--- src/rtl/pc_fetch_pkg.sv ---
// Shared types and constants for the IF-stage PC generator (pc_fetch_ctrl).
// The PC_FETCH_RVC_EN macro (compressed ISA support) is consumed by pc_fetch_ctrl.
package pc_fetch_pkg;

  typedef enum logic [1:0] {
    BOOT  = 2'd0,
    RUN   = 2'd1,
    FAULT = 2'd2
  } pc_state_e;

  typedef enum logic [1:0] {
    SRC_NONE = 2'd0,
    SRC_JMP  = 2'd1,
    SRC_BR   = 2'd2,
    SRC_TRAP = 2'd3
  } redir_src_e;

  localparam int INC_WORD = 4;
  localparam int INC_HALF = 2;

endpackage

--- src/rtl/pc_redirect_arb.sv ---
// Combinational redirect arbiter: picks one of trap/branch/jump by fixed
// priority trap > branch > jump and reports the winning target and source.
module pc_redirect_arb
  import pc_fetch_pkg::*;
#(
  parameter int PC_WIDTH = 32
) (
  input  logic                trap_valid_i,
  input  logic [PC_WIDTH-1:0] trap_pc_i,
  input  logic                br_valid_i,
  input  logic [PC_WIDTH-1:0] br_pc_i,
  input  logic                jmp_valid_i,
  input  logic [PC_WIDTH-1:0] jmp_pc_i,
  output logic                redir_o,
  output logic [PC_WIDTH-1:0] target_o,
  output redir_src_e          src_o
);

  assign redir_o = trap_valid_i | br_valid_i | jmp_valid_i;

  always_comb begin
    target_o = jmp_pc_i;
    src_o    = SRC_NONE;
    if (trap_valid_i) begin
      target_o = trap_pc_i;
      src_o    = SRC_TRAP;
    end else if (br_valid_i) begin
      target_o = br_pc_i;
      src_o    = SRC_BR;
    end else if (jmp_valid_i) begin
      target_o = jmp_pc_i;
      src_o    = SRC_JMP;
    end
  end

endmodule

--- src/rtl/pc_fetch_ctrl.sv ---
// IF-stage PC register, fetch-request generator and BOOT/RUN/FAULT FSM.
// Define PC_FETCH_RVC_EN for compressed-ISA support (ilen16_i port, 2-byte alignment).
module pc_fetch_ctrl
  import pc_fetch_pkg::*;
#(
  parameter int                   PC_WIDTH     = 32,
  parameter logic [PC_WIDTH-1:0]  RESET_VECTOR = '0
) (
  input  logic                clk,
  input  logic                rst,
  input  logic                stall_i,
  input  logic                trap_valid_i,
  input  logic [PC_WIDTH-1:0] trap_pc_i,
  input  logic                br_valid_i,
  input  logic [PC_WIDTH-1:0] br_pc_i,
  input  logic                jmp_valid_i,
  input  logic [PC_WIDTH-1:0] jmp_pc_i,
  input  logic                fetch_ready_i,
`ifdef PC_FETCH_RVC_EN
  input  logic                ilen16_i,
`endif
  output logic                fetch_valid_o,
  output logic [PC_WIDTH-1:0] pc_o,
  output logic                redirect_o,
  output logic [1:0]          redirect_src_o,
  output logic                misalign_o,
  output logic [1:0]          state_o
);

  localparam logic [1:0] ST_BOOT  = BOOT;
  localparam logic [1:0] ST_RUN   = RUN;
  localparam logic [1:0] ST_FAULT = FAULT;

  logic [1:0]          state_q;
  logic [PC_WIDTH-1:0] pc_q;
  logic                redirect_q;
  logic [1:0]          src_q;

  logic                arb_redir;
  logic [PC_WIDTH-1:0] arb_target;
  redir_src_e          arb_src;

  logic                take_redir;
  logic [PC_WIDTH-1:0] take_pc;
  logic [1:0]          take_src;
  logic                take_misalign;
  logic [PC_WIDTH-1:0] pc_inc;

  pc_redirect_arb #(
    .PC_WIDTH(PC_WIDTH)
  ) u_arb (
    .trap_valid_i(trap_valid_i),
    .trap_pc_i   (trap_pc_i),
    .br_valid_i  (br_valid_i),
    .br_pc_i     (br_pc_i),
    .jmp_valid_i (jmp_valid_i),
    .jmp_pc_i    (jmp_pc_i),
    .redir_o     (arb_redir),
    .target_o    (arb_target),
    .src_o       (arb_src)
  );

  // In FAULT only a trap may redirect; BOOT and RUN honour the full arbiter.
  always_comb begin
    take_redir = 1'b0;
    take_pc    = arb_target;
    take_src   = arb_src;
    case (state_q)
      ST_BOOT, ST_RUN: take_redir = arb_redir;
      ST_FAULT: begin
        take_redir = trap_valid_i;
        take_pc    = trap_pc_i;
        take_src   = SRC_TRAP;
      end
      default: take_redir = 1'b0;
    endcase
  end

`ifdef PC_FETCH_RVC_EN
  assign take_misalign = take_pc[0];
  assign pc_inc = pc_q + (ilen16_i ? PC_WIDTH'(INC_HALF) : PC_WIDTH'(INC_WORD));
`else
  assign take_misalign = |take_pc[1:0];
  assign pc_inc = pc_q + PC_WIDTH'(INC_WORD);
`endif

  // Misaligned targets are still loaded so the handler can inspect pc_o.
  always_ff @(posedge clk or posedge rst) begin
    if (rst) begin
      state_q    <= ST_BOOT;
      pc_q       <= RESET_VECTOR;
      redirect_q <= 1'b0;
      src_q      <= SRC_NONE;
    end else begin
      redirect_q <= 1'b0;
      if (take_redir) begin
        pc_q       <= take_pc;
        redirect_q <= 1'b1;
        src_q      <= take_src;
        state_q    <= take_misalign ? ST_FAULT : ST_RUN;
      end else begin
        case (state_q)
          ST_BOOT: state_q <= ST_RUN;
          ST_RUN: begin
            if (!stall_i && fetch_ready_i) pc_q <= pc_inc;
          end
          ST_FAULT: state_q <= ST_FAULT;
          default:  state_q <= ST_BOOT;
        endcase
      end
    end
  end

  // Request valid/ready: the request at pc_o is offered while fetch_valid_o
  // is high and consumed on the edge where fetch_ready_i is also high;
  // until then it is held with the same address.
  assign fetch_valid_o  = (state_q == ST_RUN) & ~stall_i & ~arb_redir;
  assign pc_o           = pc_q;
  assign redirect_o     = redirect_q;
  assign redirect_src_o = src_q;
  assign misalign_o     = (state_q == ST_FAULT);
  assign state_o        = state_q;

endmodule

--- config.mk ---
export PLATFORM = sky130hd
export DESIGN_NAME = pc_fetch_ctrl
export DESIGN_NICKNAME = d
export VERILOG_FILES = /design/src/rtl/pc_fetch_pkg.sv /design/src/rtl/pc_redirect_arb.sv /design/src/rtl/pc_fetch_ctrl.sv
export SDC_FILE = /design/constraint.sdc
export NUM_CORES = 1
export LEC_CHECK = 0
export CORE_MARGIN = 3
export CORE_UTILIZATION = 47
export CTS_BUF_LIST = sky130_fd_sc_hd__clkbuf_8
export DETAILED_ROUTE_END_ITERATION = 10
export PLACE_DENSITY = 0.89
export SLEW_MARGIN = 20
export SYNTH_ARGS = -nofsm -noshare
export SYNTH_HDL_FRONTEND = slang
export SYNTH_HIERARCHICAL = 1
export SYNTH_SLANG_ARGS = --single-unit
--- constraint.sdc ---
create_clock -name clk -period 3.1 [get_ports clk]
set_input_delay 0.62 -clock clk [delete_from_list [all_inputs] [get_ports clk]]
set_output_delay 0.62 -clock clk [all_outputs]
set_load 0.005 [all_outputs]
==> results list <==
* Status: complete, no violations
- Counting instances, the worst hold path has a depth of 2.
* Source-to-sink clock delay at the later pin of the worst-skew pair: 0.28 ns
* Number of enable flip-flop cells after synthesis: 0
* Chip Height: 88.38 um
- The worst setup path is captured at a primary output.
- Dominant cell by count in the synthesized netlist: sky130_fd_sc_hd__nand2_1
- Die outline width: 88.38 um
* Layout-stage area growth over the synthesis result: 46.53%
- Final nets: 617
* Post-synthesis instance total: 380
* Core Footprint: 0.006459 mm^2
* Average size of a mapped cell: 8.393 um^2
* Area share of the largest cell type after synthesis: 29.03%
* Number of max-capacitance violations reported: 0
* Total Wirelength: 10.06 mm
- Max H-tree Level: 2
- After synthesis the netlist holds a flip-flop and latch count of 37.
- Clock-pin transition on the worst setup and hold timing paths: 0.07 ns
- The count of nets left with antenna violations once routing finished came out at 0.
- For this run, design rule violations remaining after detail routing come to 0.
- Final worst path period share: 86.21%
- The final number of hold-violating endpoints was 0.
* DP Cell Count: 583
* CTS sink count: 37
- Ranking of synthesized cells by instance count: sky130_fd_sc_hd__nand2_1, sky130_fd_sc_hd__mux2i_1, sky130_fd_sc_hd__dfrtp_1
- Fmax: 374.2 MHz
- The path class of the tightest hold or removal check is flop to flop.
- In the final routed layout, each cell accounts on average for 17.02 um.
* Fill cell total of the finished layout: 528
* Final standard cell count with taps included and fillers excluded: 591
* Share of synthesized registers carrying an async set or reset: 100.0%
* Rows: 29
- The number of antenna diodes in the final layout is 0.
- 1st-pass router iterations: 4
* Setup TNS Final: 0 ns
- Global-route wire length before repair: 15.68 mm
- By area the synthesized netlist is led by sky130_fd_sc_hd__dfrtp_1, sky130_fd_sc_hd__mux2i_1, sky130_fd_sc_hd__nand2_1.
* Arrival time reported for the critical path endpoint: 2.05 ns
* Clk root buf: sky130_fd_sc_hd__clkbuf_8
- Count of final max-slew check failures: 0
* Overall routing resource usage: 25.42%
- Number of cells traversed by the worst register-to-register path: 5
* Number of buffers added to fix hold violations after cts: 0
* Ratio of total power to cell area: 701.6 mW/mm^2
* Part of the Yosys area used for sequential elements: 29.03%
- Across the VDD grid, the largest voltage drop is 0.6562 mV.
* Data required time of the critical path: 2.48 ns
- Critical Path Fanout Max: 2
- Final std cell area, no fill: 0.004673 mm^2
- Yosys top cell by area: sky130_fd_sc_hd__dfrtp_1
- After layout, the minimum clock period comes to 2.673 ns.
* Final HPWL from detailed placement: 7.924 mm
- Leakage power of the design: 1.882 nW
* Overall power of the completed layout: 3.279 mW
* Ports: 142
- The number of setup buffers added after CTS is 0.
- The synthesized netlist occupies a cell area of 0.003189 mm^2.
- Once placement finished, the instance area stood at 0.004593 mm^2.
- The synthesized netlist contains 60 unique library cells.
* Unrepaired setup endpoints after global routing: no
- Number of DRC markers after the initial detailed-route iteration: 202
* Largest net degree at the start of global routing: 70
- Start-to-end type of the worst setup path: input port to primary output
- Via count of the first global-routing pass: 3221
- Clock skew on the completed layout was measured at 0.001596 ns.
- Slew HR: 57.03%
- The initial utilization of the core area, before any placement, comes to 49.38%.
* # port buffers: 141
- Clock tree synthesis inserted a total of 5 buffers.
- The floorplan step defined a die boundary enclosing 0.007810 mm^2.
- Maximum root-to-sink buffer count: 2
* Cts repair resizes: 0
- Setup violations remaining at the end of the flow were counted as 0.
- Synthesis produced a netlist with a net count of 484.
- Vias per Instance: 5.601
* GRT overflow: 0
* Number of antenna violations at the first check in global routing: 0
- Total number of vias: 3310
- For this run, the number of Yosys warnings is 6.
- Share of layout cells above drive strength 1: 7.198%
- TritonCTS built the clock tree.
- Gp weighted congestion: 0.8587
* Kind of start point of the critical path: input port
- For the pin with the worst max-slew slack, the measured transition is 0.6446 ns.
- Primary FF master, synth: sky130_fd_sc_hd__dfrtp_1
==> critical path, stage by stage <==
cell                              delay, ns
sky130_fd_sc_hd__clkdlybuf4s50_1       0.41
sky130_fd_sc_hd__or3_1                 0.36
sky130_fd_sc_hd__nor2b_1               0.15
sky130_fd_sc_hd__clkdlybuf4s50_1       0.51
==> cell type report <==
cell class | count | area (um^2) | share of cell area (%)
clock buffers | 5 | 68.82 | 1.473
clock inverters | 3 | 11.26 | 0.2410
inverters | 9 | 33.78 | 0.7229
multi-input cells | 310 | 2068 | 44.26
flip-flops and latches | 37 | 925.9 | 19.81
well taps | 77 | 96.34 | 2.062
repair buffers | 150 | 1469 | 31.43
==> kinds of logic after synthesis <==
group | count (synthesis) | share of synthesized area, %
XOR/XNOR | 23 | 6.316
AND/OR/NAND/NOR | 140 | 24.05
flip-flops | 37 | 29.03
adder cells (fa/ha/maj) | 1 | 0.3922
buffers and inverters | 33 | 6.355
AO/OA/AOI/OAI | 101 | 19.69
multiplexers | 45 | 14.16
==> layer usage <==
| metal | track usage [%] | vias up | share of wire (%) |
|---|---|---|---|
| met5 | 0 | - | 0 |
| met1 | 33.03 | 1557 | 42 |
| met2 | 45.07 | 105 | 52 |
| li1 | - | 1644 | - |
| met4 | 5.907 | 0 | 0.63 |
| met3 | 3.073 | 4 | 5.5 |
==> through the flow <==
stage               util [%]  worst slack [ns]  hold slack (ns)
floorplan                  -            0.8758           0.4733
global placement       71.12            0.4245           0.4641
detailed placement     71.12            0.4250           0.5150
CTS                    72.36            0.4071           0.5317
global route           72.36            0.3840           0.5635
finish                 72.36            0.4275           0.5305
==> report_power, final <==
part	switching [mW]	total, mW	internal [mW]
sequential	0.332	1.06	0.725
combinational	0.855	1.90	1.05
clock	0.171	0.321	0.150
==> state kept, by name, indices dropped and copies added (netlist names) <==
name            count
pc_o               32
redirect_o          1
redirect_src_o      2
state_o             2
==> final timing paths <==
kind | start | end | slack, ns
worst max-delay path | jmp_valid_i | fetch_valid_o | 0.43
worst min-delay path | pc_o[1]$_DFFE_PP0P_ | pc_o[1]$_DFFE_PP0P_ | 0.53
worst max register to register | state_o[1]$_DFFE_PP0P_ | pc_o[24]$_DFFE_PP0P_ | 1.06
worst min register to register | pc_o[1]$_DFFE_PP0P_ | pc_o[1]$_DFFE_PP0P_ | 0.53
max in group asynchronous | rst | pc_o[5]$_DFFE_PP0P_ | 2.01
min in group asynchronous | rst | pc_o[24]$_DFFE_PP0P_ | 0.75
==> placed cells by master (no fill, tap or decap), drive strengths merged, types with 8 or more instances in the layout <==
cell type	n
buf	11
clkdlybuf4s50	139
a21oi	19
inv	12
xnor2	20
o22ai	9
a211oi	16
nand3	8
nor2	20
nor3	8
nand2	56
nor2b	15
mux2i	44
dfrtp	37
o21ai	41
(Power assumes the default switching activity.)
